`src/rtl/board_io_ctrl.sv`:
```
// board_io_ctrl: debounced push-button inputs and PWM-dimmed, lane-selected LED outputs for SimpleCPU
// Ports: clk/reset (sync, active-high); pb_raw -> pb_level/pb_press/pb_release/pb_latched (pb_clear clears latched);
//        led_word/led_lane/led_brightness -> led_pin (polarity per LED_ACTIVE_LOW).
module board_io_ctrl #(
  parameter int PB_WIDTH        = 4,
  parameter int PB_ACTIVE_LOW   = 1,
  parameter int DEBOUNCE_CYCLES = 50000,
  parameter int LED_WIDTH       = 8,
  parameter int LED_ACTIVE_LOW  = 1,
  parameter int PWM_BITS        = 4
) (
  input  logic                 clk,
  input  logic                 reset,
  input  logic [PB_WIDTH-1:0]  pb_raw,
  output logic [PB_WIDTH-1:0]  pb_level,
  output logic [PB_WIDTH-1:0]  pb_press,
  output logic [PB_WIDTH-1:0]  pb_release,
  output logic [PB_WIDTH-1:0]  pb_latched,
  input  logic [PB_WIDTH-1:0]  pb_clear,
  input  logic [31:0]          led_word,
  input  logic [1:0]           led_lane,
  input  logic [PWM_BITS-1:0]  led_brightness,
  output logic [LED_WIDTH-1:0] led_pin
);
  localparam int CW = $clog2(DEBOUNCE_CYCLES);
  typedef enum logic {STABLE, COUNTING} db_state_e;
  logic [PB_WIDTH-1:0] sync1_q, sync1_d, sync2_q, sync2_d;
  logic [PB_WIDTH-1:0] level_q, level_d, press_q, press_d, release_q, release_d, latched_q, latched_d;
  db_state_e state_q [PB_WIDTH];
  db_state_e state_d [PB_WIDTH];
  logic [PB_WIDTH-1:0][CW-1:0] cnt_q, cnt_d;
  logic [LED_WIDTH-1:0] slice_q, slice_d, on_q, on_d;
  logic [PWM_BITS-1:0]  bright_q, bright_d, pwm_cnt_q, pwm_cnt_d;
  logic                 pwm_en;
  always_comb begin
    sync1_d   = PB_ACTIVE_LOW != 0 ? ~pb_raw : pb_raw;
    sync2_d   = sync1_q;
    level_d   = level_q;
    press_d   = '0;
    release_d = '0;
    state_d   = state_q;
    cnt_d     = cnt_q;
    for (int i = 0; i < PB_WIDTH; i++) begin
      if (state_q[i] == STABLE) begin
        if (sync2_q[i] != level_q[i]) begin
          state_d[i] = COUNTING;
          cnt_d[i]   = CW'(1);
        end
      end else if (sync2_q[i] == level_q[i]) begin
        state_d[i] = STABLE;
        cnt_d[i]   = '0;
      end else if (cnt_q[i] == CW'(DEBOUNCE_CYCLES - 1)) begin
        // accept: the pulses are registered alongside the level so all three change together
        level_d[i]   = sync2_q[i];
        press_d[i]   = sync2_q[i];
        release_d[i] = ~sync2_q[i];
        state_d[i]   = STABLE;
        cnt_d[i]     = '0;
      end else begin
        cnt_d[i] = cnt_q[i] + 1'b1;
      end
    end
    // set has priority over clear
    latched_d = press_q | (latched_q & ~pb_clear);
  end
  always_comb begin
    slice_d   = led_word[{led_lane, 3'b000} +: LED_WIDTH];
    bright_d  = led_brightness;
    pwm_cnt_d = pwm_cnt_q + 1'b1;
    pwm_en    = (&bright_q) | (pwm_cnt_q < bright_q);
    on_d      = slice_q & {LED_WIDTH{pwm_en}};
  end
  always_ff @(posedge clk) begin
    if (reset) begin
      sync1_q   <= '0;
      sync2_q   <= '0;
      level_q   <= '0;
      press_q   <= '0;
      release_q <= '0;
      latched_q <= '0;
      cnt_q     <= '0;
      for (int i = 0; i < PB_WIDTH; i++) state_q[i] <= STABLE;
      slice_q   <= '0;
      bright_q  <= '0;
      pwm_cnt_q <= '0;
      on_q      <= '0;
    end else begin
      sync1_q   <= sync1_d;
      sync2_q   <= sync2_d;
      level_q   <= level_d;
      press_q   <= press_d;
      release_q <= release_d;
      latched_q <= latched_d;
      cnt_q     <= cnt_d;
      state_q   <= state_d;
      slice_q   <= slice_d;
      bright_q  <= bright_d;
      pwm_cnt_q <= pwm_cnt_d;
      on_q      <= on_d;
    end
  end
  assign pb_level   = level_q;
  assign pb_press   = press_q;
  assign pb_release = release_q;
  assign pb_latched = latched_q;
  assign led_pin    = LED_ACTIVE_LOW != 0 ? ~on_q : on_q;
endmodule

```
`config.mk`:
```
export PLATFORM = sky130hd
export DESIGN_NAME = board_io_ctrl
export DESIGN_NICKNAME = d
export VERILOG_FILES = /design/src/rtl/board_io_ctrl.sv
export SDC_FILE = /design/constraint.sdc
export NUM_CORES = 1
export LEC_CHECK = 0
export BUFFER_PORTS_ARGS = -buffer_cell sky130_fd_sc_hd__buf_4
export CORE_MARGIN = 10
export CORE_UTILIZATION = 41
export DETAILED_ROUTE_END_ITERATION = 12
export GPL_ROUTABILITY_DRIVEN = 0
export SYNTH_ARGS = -nofsm -noshare
export SYNTH_HDL_FRONTEND = slang
export SYNTH_SLANG_ARGS = --single-unit
```
`constraint.sdc`:
```
create_clock -name clk -period 2.3 [get_ports clk]
set_clock_uncertainty 0.15 [all_clocks]
set_input_delay 0.69 -clock clk [delete_from_list [all_inputs] [get_ports clk]]
set_output_delay 0.69 -clock clk [all_outputs]
set_load 0.01 [all_outputs]
```
; Word-level counts from Yosys, hierarchy flattened
; Cells that the tools add are included.
[op_classes]
addsub = 5
mul = 0
div_mod_pow = 0
order_cmp = 1
eq_ne = 12
shifts = 1
muxes = 32
bitwise = 23
n_reduce_logical = 13
[ops]
columns = operator, n
row1 = 16-bit two-way mux, 16
row2 = 16-bit by 1-bit adder with 16-bit output (second input constant), 4
row3 = 16-bit equality test (second input constant), 4
row4 = 32-bit by 6-bit variable part select with 8-bit output, 1
row5 = 1-bit two-way mux, 16
row6 = 1-bit inverter, 16
row7 = 4-bit OR reduction, 4
row8 = 3-bit AND reduction, 4
row9 = 8-bit AND, 1
row10 = 4-bit inverter, 2
row11 = 8-bit inverter, 1
row12 = 2-bit nonzero test, 4
row13 = 4-bit by 1-bit adder with 4-bit output (second input constant), 1
row14 = 4-bit AND, 1
row15 = 1-bit equality test, 4
row16 = 4-bit < comparator, 1
row17 = 1-bit inequality test, 4
row18 = 4-bit OR, 1
row19 = 4-bit AND reduction, 1
row20 = 1-bit OR, 1
[totals]
ff_bits = 116
latchBits = 0
ramBits = 0
romBits = 0
output_inout_bits = 24
mem_count = 0

; Longest topological paths before layout
; Gate-level depths: netlist of run 1.
[logic_depth]
depth_word = 4
depth_mapped = 8
depth_no_buf = 6

; Worst setup path before layout of run 1
; Ideal clock, no wire load.
[synth_timing]
path_type = input -> register
start = input port reset
end = register cnt_q[53] (netlist name)
t_arrival_ps = 1840
t_required_ps = 2018
path_slack_ps = 178
cell_stages = 5
cell_sequence = clkbuf_1 -> clkbuf_1 -> clkbuf_1 -> buf_1 -> nor3_1
[synth_rtl]
columns = item, line_no
row1 = from (decl), 13  ; input logic reset,
row2 = to (signal assigned), 94  ; cnt_q <= cnt_d;
row3 = to (decl), 31  ; logic [PB_WIDTH-1:0][CW-1:0] cnt_q, cnt_d;
; No word-level cell between the ends.

; Final worst setup path of run 1
[layout_timing]
start = register cnt_q[60] (netlist name)
end = register cnt_q[55] (netlist name)
[layout_between]
elab_chain_cells = 4
[layout_lines]
columns = item, line_no
row1 = 16-bit equality test, 52  ; end else if (cnt_q[i] == CW'(DEBOUNCE_CYCLES - 1)) begin
row2 = 16-bit two-way mux, 52
row3 = 16-bit two-way mux, 49  ; end else if (sync2_q[i] == level_q[i]) begin
row4 = 16-bit two-way mux, 44  ; if (state_q[i] == STABLE) begin
; No other way between the ends.
; A chain may end at the register's enable or synchronous reset.

==> implementation parameters, run 1 <==
Parameter                              Value

Global routing
  First-pass GRT wire length ... 21.3 mm
  Vias in the first global route ... 4509
  Largest net degree at the start of global routing ... 39
  Total overflow reported by the global router ... 0
  Overall routing resource usage ... 0.142
  Antenna violations before repair ... 0

Clock tree
  CTS Root Buffer Type ... clkbuf_16
  Number of resized instances in the post-cts repair step ... 0
  Clock latency on the worst-skew pair ... 420 ps
  Setup fix buffers added after clock tree synthesis ... 0
  CTS Buf Count ... 17
  Total clock sinks ... 116
  Hold Buf Count CTS ... 0
  Htree depth ... 4
  TritonCTS clock tree ... yes
  Clk buf depth ... 2
  Clock-pin slew on the worst setup and hold paths ... 50 ps

Logic synthesis
  Syn nets ... 667
  EDFF count, synth ... 0
  Number of synthesized register bits ... 116
  Top area cells in the synthesized netlist ... dfxtp_1 44%, a21oi_1 3.6%, nor2_1 3.5%
  Most area-hungry cell type in the Yosys netlist ... dfxtp_1
  Portion of the post-synthesis area used by sequential elements ... 0.435
  Synth top area share ... 0.435
  Mean Syn Cell Area ... 8.73 um^2
  Synthesized area ... 5340 um^2
  Cell count after synthesis ... 611
  Number of different library cells in the post-synthesis netlist ... 56
  Async SR Flop Fraction ... 0
  Syn. warnings ... 0
  Dominant register cell in the synthesized netlist ... dfxtp_1

STA
  Sum of negative setup slack ... 0 ps
  Pin slew with the least headroom to its limit ... 645 ps
  Relative slew margins ... 0.567
  Final clock period utilization by the worst path ... 0.961
  Final setup violation count ... 0
  Post-route minimum period ... 2210 ps
  Final max-slew violation count ... 0
  Setup ws final ... 88.8 ps
  Peak clock frequency supported by timing ... 452 MHz
  Hold Fails Final Rpt ... 0

Critical path
  Most common cell on crit path ... buf_4
  Flop-to-flop setup slack ... 90 ps
  Data required time of the worst path ... 2460 ps
  Startpoint kind of the worst setup timing path ... flip-flop
  Library cell contributing the largest single delay on the critical path ... or4b_1
  Delay contributed by the slowest stage of the critical path ... 570 ps
  Origin of the critical flop-to-flop path ... cnt_q[60]
  Data arrival time of the critical path ... 2370 ps
  Critical path capture point type ... flip-flop
  Number of buffer and inverter instances along the worst setup path ... 2
  R2r endpoint ... cnt_q[55]
  Length in cells of the worst reg-to-reg path ... 7
  Ordered list of cells on the worst path ... or4b_1 > nor4_2 > buf_4 > or3_1 > buf_4 > nor3_1 > a21o_1
  Worst-path maximum fanout ... 7
  Worst Setup Path Type ... reg2reg
  Worst path top cell family by delay ... simple AND/OR/NAND/NOR gates

Final layout
  Fin nets ... 770
  Summed area of non-filler cells in the final layout ... 6910 um^2
  # diodes ... 0
  Share of layout cells above drive strength 1 ... 0.216
  Synth-to-layout area growth ... 29.5%

Die
  Die H ... 134 um
  Initial Utilization ... 0.421
  Chip Width ... 134 um
  DIE AREA ... 18000 um^2
  Top-level port count ... 72
  Core area ... 12700 um^2
  Row cnt ... 41

Status
  Status ... finished, final reports clean

Hold path
  Hold Path Stages ... 2
  Path class of the lowest-slack min-delay path ... reg2reg
  Hold Crit Endpoint ... on_q[3]
  Hold path startpoint ... slice_q[3]

Routing
  Average detailed-routed wire length per instance ... 14.3 um
  Detailed Routing Iterations Pass 1 ... 4
  Final WL ... 12.8 mm
  Antenna violation net count after detailed routing ... 0
  Initial DRC Count ... 346
  Count of vias placed by the detailed router ... 4834
  Average vias per placed instance ... 5.40
  DRC Markers ... 0

Placed design
  Quantity of I/O buffers inserted on ports ... 71
  Half-perimeter wire length after detailed placement ... 9.21 mm
  Worst setup slack after placement ... -101 ps
  Placed instance area ... 6300 um^2

Pwr
  Highest ir drop seen on vdd ... 0.528 mV
  Post-layout total power ... 5.06 mW
  Static power due to leakage ... 2.68 nW
  Pwr dens ... 732 nW/um^2

Run
  Max_cap viols ... 0
-- state kept, by name, indices dropped and copies added (netlist names) --
name	count
sync1_q	4
state_q	4
cnt_q	64
sync2_q	4
pwm_cnt_q	4
slice_q	8
pb_release	4
pb_level	4
on_q	8
pb_press	4
pb_latched	4
bright_q	4
-- per-stage QoR --
| step | cells | util | hold slack [ps] |
|---|---|---|---|
| finish | 895 | 0.546 | 259 |
| CTS | 895 | 0.545 | 259 |
| detailed placement | 867 | 0.497 | 261 |
| global route | 895 | 0.546 | 262 |
| global placement | 867 | 0.497 | 248 |
| floorplan | 611 | - | 245 |
-- placed cells by master (no fill, tap or decap), drive strengths merged, types with 3 or more instances in the layout --
cell and count:
nand3 32, inv 36, xor2 9, nand2 48, nor4bb 5, nor4b 9, and3b 4, or4b 3
a31oi 24, buf 112, dfxtp 116, nor2 50, a22oi 3, nor3 21, clkbuf 24, a22o 4
a21oi 38, mux2i 7, and4 6, or3 12, mux4 8, nand2b 3, a211oi 10, nor2b 19
a21o 9, a41oi 6, xnor2 4, nand4 18, bufinv 3, nand3b 5, o21ai 28, ha 8
and3 10, nor4 8
-- where the power goes --
group	internal, mW	total [mW]	switching, mW
combinational	0.156	0.279	0.123
sequential	2.06	2.08	0.0244
clock	1.85	2.70	0.851
-- how the worst max path moves through the flow --
| stage | cells after the start | to | startpoint | slack [ps] |
|---|---|---|---|---|
| 2_1_floorplan | 5 | cnt_q[53] | reset | 180 |
| 3_3_place_gp | 5 | cnt_q[56] | reset | -80 |
| 3_5_place_dp | 5 | cnt_q[56] | reset | -100 |
| 4_1_cts | 6 | cnt_q[56] | sync2_q[3] | 70 |
| 5_1_grt | 7 | cnt_q[55] | cnt_q[58] | -20 |
| 6_report | 7 | cnt_q[55] | cnt_q[60] | 90 |
-- logic make-up after synthesis --
logic type / count (synthesis) / synth area share
AND/OR/NAND/NOR: 261 / 0.271
AO/OA/AOI/OAI: 134 / 0.158
flip-flops: 116 / 0.435
buffers and inverters: 64 / 0.0476
multiplexers: 15 / 0.0469
XOR/XNOR: 13 / 0.0227
adder cells (fa/ha/maj): 8 / 0.0188
-- worst min-delay path: cells and delay by family (launching register included) --
family          cells  cell delay, ps
compound gates      1              40
buf+inv             1              40
flops               1             290
-- cell type report --
class                           instances  area [um^2]
Sequential cell                       116         2320
Multi-Input combinational cell        431         2770
Tap cell                              172          215
Clock inverter                          4         95.1
Fill cell                            1154         5760
Inverter                               36          135
Timing Repair Buffer                  112          866
Clock buffer                           24          512
-- routing by layer --
layer / vias to the layer above / share of wire / routed length [um] / global-route usage
met5: - / 0 / 0 / 0
met4: 0 / 0.015 / 197 / 0.0520
met3: 19 / 0.071 / 911 / 0.0661
met2: 108 / 0.44 / 5660 / 0.209
met1: 2261 / 0.47 / 6000 / 0.178
li1: 2446 / - / - / -
-- synth_stat cells (4+ instances only) --
master,number
dfxtp_1,116
nor2_1,50
nand2_1,48
a21oi_1,38
inv_1,36
nand3_1,32
o21ai_0,25
a31oi_1,24
nor3_1,20
nor2b_1,19
nand4_1,18
clkbuf_1,17
or3_1,12
a211oi_1,10
and3_1,10
a21o_1,9
nor4b_1,9
buf_2,8
ha_1,8
mux4_2,8
xor2_1,8
mux2i_1,7
and4_1,6
nor4_1,6
a41oi_1,5
nand3b_1,5
nor4bb_1,5
a22o_1,4
and3b_1,4
xnor2_1,4
Note: power is estimated with default switching activity, not from simulation.
==> inputs of run 2 (changes only) <==
Settings changed: SETUP_SLACK_MARGIN set to 0.1.
==> run 2 against run 1 <==
Effect of this change:
- utilization grew 0.099 points
- register-to-register slack better by 140 ps
- hold slack unchanged
- combinational power about the same
- via count grew 1.1%
- total power barely moved
- sequential power about the same
- clock power is essentially flat
- largest cell class unchanged
==> implementation parameters, run 2 (synthesized netlist as in run 1, its figures left out) <==
Parameter                              Value

Routing
  Antenna violation net count after detailed routing ... 0 (unchanged)
  Average vias per placed instance ... 5.46 (+1.1%)
  Initial DRC Count ... 423 (+22%)
  Detailed Routing Iterations Pass 1 ... 5 (+1)
  Count of vias placed by the detailed router ... 4886 (+1.1%)
  DRC Markers ... 0 (unchanged)
  Average detailed-routed wire length per instance ... 14.3 um (about the same)
  Final WL ... 12.8 mm (about the same)

Clock tree
  Hold Buf Count CTS ... 0 (unchanged)
  CTS Buf Count ... 17 (unchanged)
  Total clock sinks ... 116 (unchanged)
  TritonCTS clock tree ... yes
  Htree depth ... 4 (unchanged)
  Clock-pin slew on the worst setup and hold paths ... 50 ps (about the same)
  CTS Root Buffer Type ... clkbuf_16
  Clock latency on the worst-skew pair ... 420 ps (about the same)
  Clk buf depth ... 2 (unchanged)
  Setup fix buffers added after clock tree synthesis ... 0 (unchanged)

Final layout
  Multi-input gate area ... 2780 um^2 (+0.45%)
  Fin nets ... 770 (unchanged)
  Most used cells in the layout excluding fill and tap cells ... 116 x dfxtp_1, 110 x buf_4, 49 x nor2_1, 48 x nand2_1, 38 x a21oi_1
  Synth-to-layout area growth ... 29.8%
  Share of layout cells above drive strength 1 ... 0.217 (+0.00138)
  Registers with the most flip-flops ... cnt_q x64, on_q x8, slice_q x8
  Register with the highest flop count ... cnt_q
  Final non-filler cell total ... 895 (unchanged)
  Commonest non-fill, non-tap cell in the layout ... dfxtp_1
  Flip-flop count of the largest register after layout ... 64 (unchanged)
  FF/Latch Area ... 2320 um^2 (unchanged)
  # diodes ... 0 (unchanged)
  Number of filler cells placed in the layout ... 1153 (-0.087%)

Critical path
  Critical path capture point type ... flip-flop
  Delay contributed by the slowest stage of the critical path ... 440 ps (-130 ps)
  Ordered list of cells on the worst path ... ha_1 > and3_1 > and4_1 > or3_1 > nor4_1 > a21o_1
  Startpoint kind of the worst setup timing path ... flip-flop
  Worst-path maximum fanout ... 6 (-1)
  Library cell contributing the largest single delay on the critical path ... or3_1
  Data arrival time of the critical path ... 2280 ps (-90 ps)
  Data required time of the worst path ... 2510 ps (+50 ps)
  Worst Setup Path Type ... reg2reg

Global routing
  Overall routing resource usage ... 0.143 (+0.000391)
  Total overflow reported by the global router ... 0 (unchanged)
  First-pass GRT wire length ... 21.4 mm (+0.26%)
  Antenna violations before repair ... 0 (unchanged)
  Largest net degree at the start of global routing ... 39 (unchanged)
  Vias in the first global route ... 4519 (+0.22%)

Die
  Die H ... 134 um (unchanged)
  Initial Utilization ... 0.421 (unchanged)
  Row cnt ... 41 (unchanged)
  Top-level port count ... 72 (unchanged)
  Core area ... 12700 um^2 (unchanged)
  Chip Width ... 134 um (unchanged)
  DIE AREA ... 18000 um^2 (unchanged)

STA
  Final clock period utilization by the worst path ... 0.901 (-0.0604)
  Final setup violation count ... 0 (unchanged)
  Post-route minimum period ... 2070 ps (-139 ps)
  Relative slew margins ... 0.569 (+0.00197)
  RSZ-0062 raised after global routing ... no
  Hold Fails Final Rpt ... 0 (unchanged)
  Final max-slew violation count ... 0 (unchanged)
  Setup ws final ... 228 ps (+139 ps)
  Peak clock frequency supported by timing ... 483 MHz (+6.7%)
  Worst hold-check slack ... 259 ps (unchanged)
  Pin slew with the least headroom to its limit ... 643 ps (-2.94 ps)

Status
  Status ... finished, final reports clean

Run
  Max_cap viols ... 0 (unchanged)

Hold path
  Path class of the lowest-slack min-delay path ... reg2reg

Placed design
  Half-perimeter wire length after detailed placement ... 9.21 mm (unchanged)
  Worst setup slack after placement ... -101 ps (unchanged)
  Placed Cells ... 867 (unchanged)
  Quantity of I/O buffers inserted on ports ... 71 (unchanged)

Pwr
  Pwr dens ... 730 nW/um^2 (-0.20%)
  Highest ir drop seen on vdd ... 0.529 mV (+0.21%)
  Static power due to leakage ... 2.70 nW (+0.74%)
[run 2: cell counts in the layout (fill, tap and decap cells not counted)]
Identical to the previous run, type by type.
[run 2: final cells by class]
class	count	share of cell area
Clock buffer	24	0.0739
Sequential cell	116	0.335
Tap cell	172	0.0311
Clock inverter	4	0.0137
Multi-Input combinational cell	431	0.401
Timing Repair Buffer	112	0.125
Inverter	36	0.0195
[run 2: report_power, final]
part | switching (mW) | internal, mW | leakage [nW] | total (mW)
registers | 0.0244 | 2.06 | 0.942 | 2.08
logic | 0.123 | 0.156 | 1.46 | 0.279
clock network | 0.850 | 1.85 | 0.300 | 2.70
total | 0.998 | 4.06 | 2.70 | 5.06
[run 2: per-stage QoR]
stage          cell area (um^2)  power (mW)  utilization  setup TNS, ps
6_report                   6930        5.06        0.547              0
5_1_grt                    6930        5.23        0.547              0
4_1_cts                    6910        5.11        0.545              0
3_5_place_dp               6300        2.40        0.497           -487
3_3_place_gp               6300        2.39        0.497           -139
2_1_floorplan              5340        2.27            -              0
[run 2: per-layer routing]
layer  share of wire  routed length [um]  track usage  vias to the layer above
li1                -                   -            -                     2441
met1            0.46                5930        0.180                     2265
met2            0.44                5650        0.209                      153
met3           0.076                 968       0.0639                       27
met4           0.017                 223       0.0538                        0
met5               0                   0            0                        -
[run 2: path summary, 6_finish.rpt]
kind / startpoint / endpoint / slack, ps / cells after the start
worst min register to register: slice_q[3] / on_q[3] / 260 / 2
worst max-delay path: cnt_q[32] / cnt_q[43] / 230 / 6
worst max register to register: cnt_q[32] / cnt_q[43] / 230 / 6
worst min-delay path: slice_q[3] / on_q[3] / 260 / 2
[run 2: worst max-delay path, delay by kind of cell (launching register included)]
| family | cells | cell delay (ps) |
|---|---|---|
| adders and majority gates | 1 | 220 |
| AOI/OAI and AO/OA | 1 | 110 |
| and+or+nand+nor | 4 | 1200 |
| DFF | 1 | 340 |
[run 2: repair_timing]
action	4_1_cts	5_1_grt
resized for setup	1	3
pin swaps	0	1
setup endpoints to repair	2	19
cloned	0	0
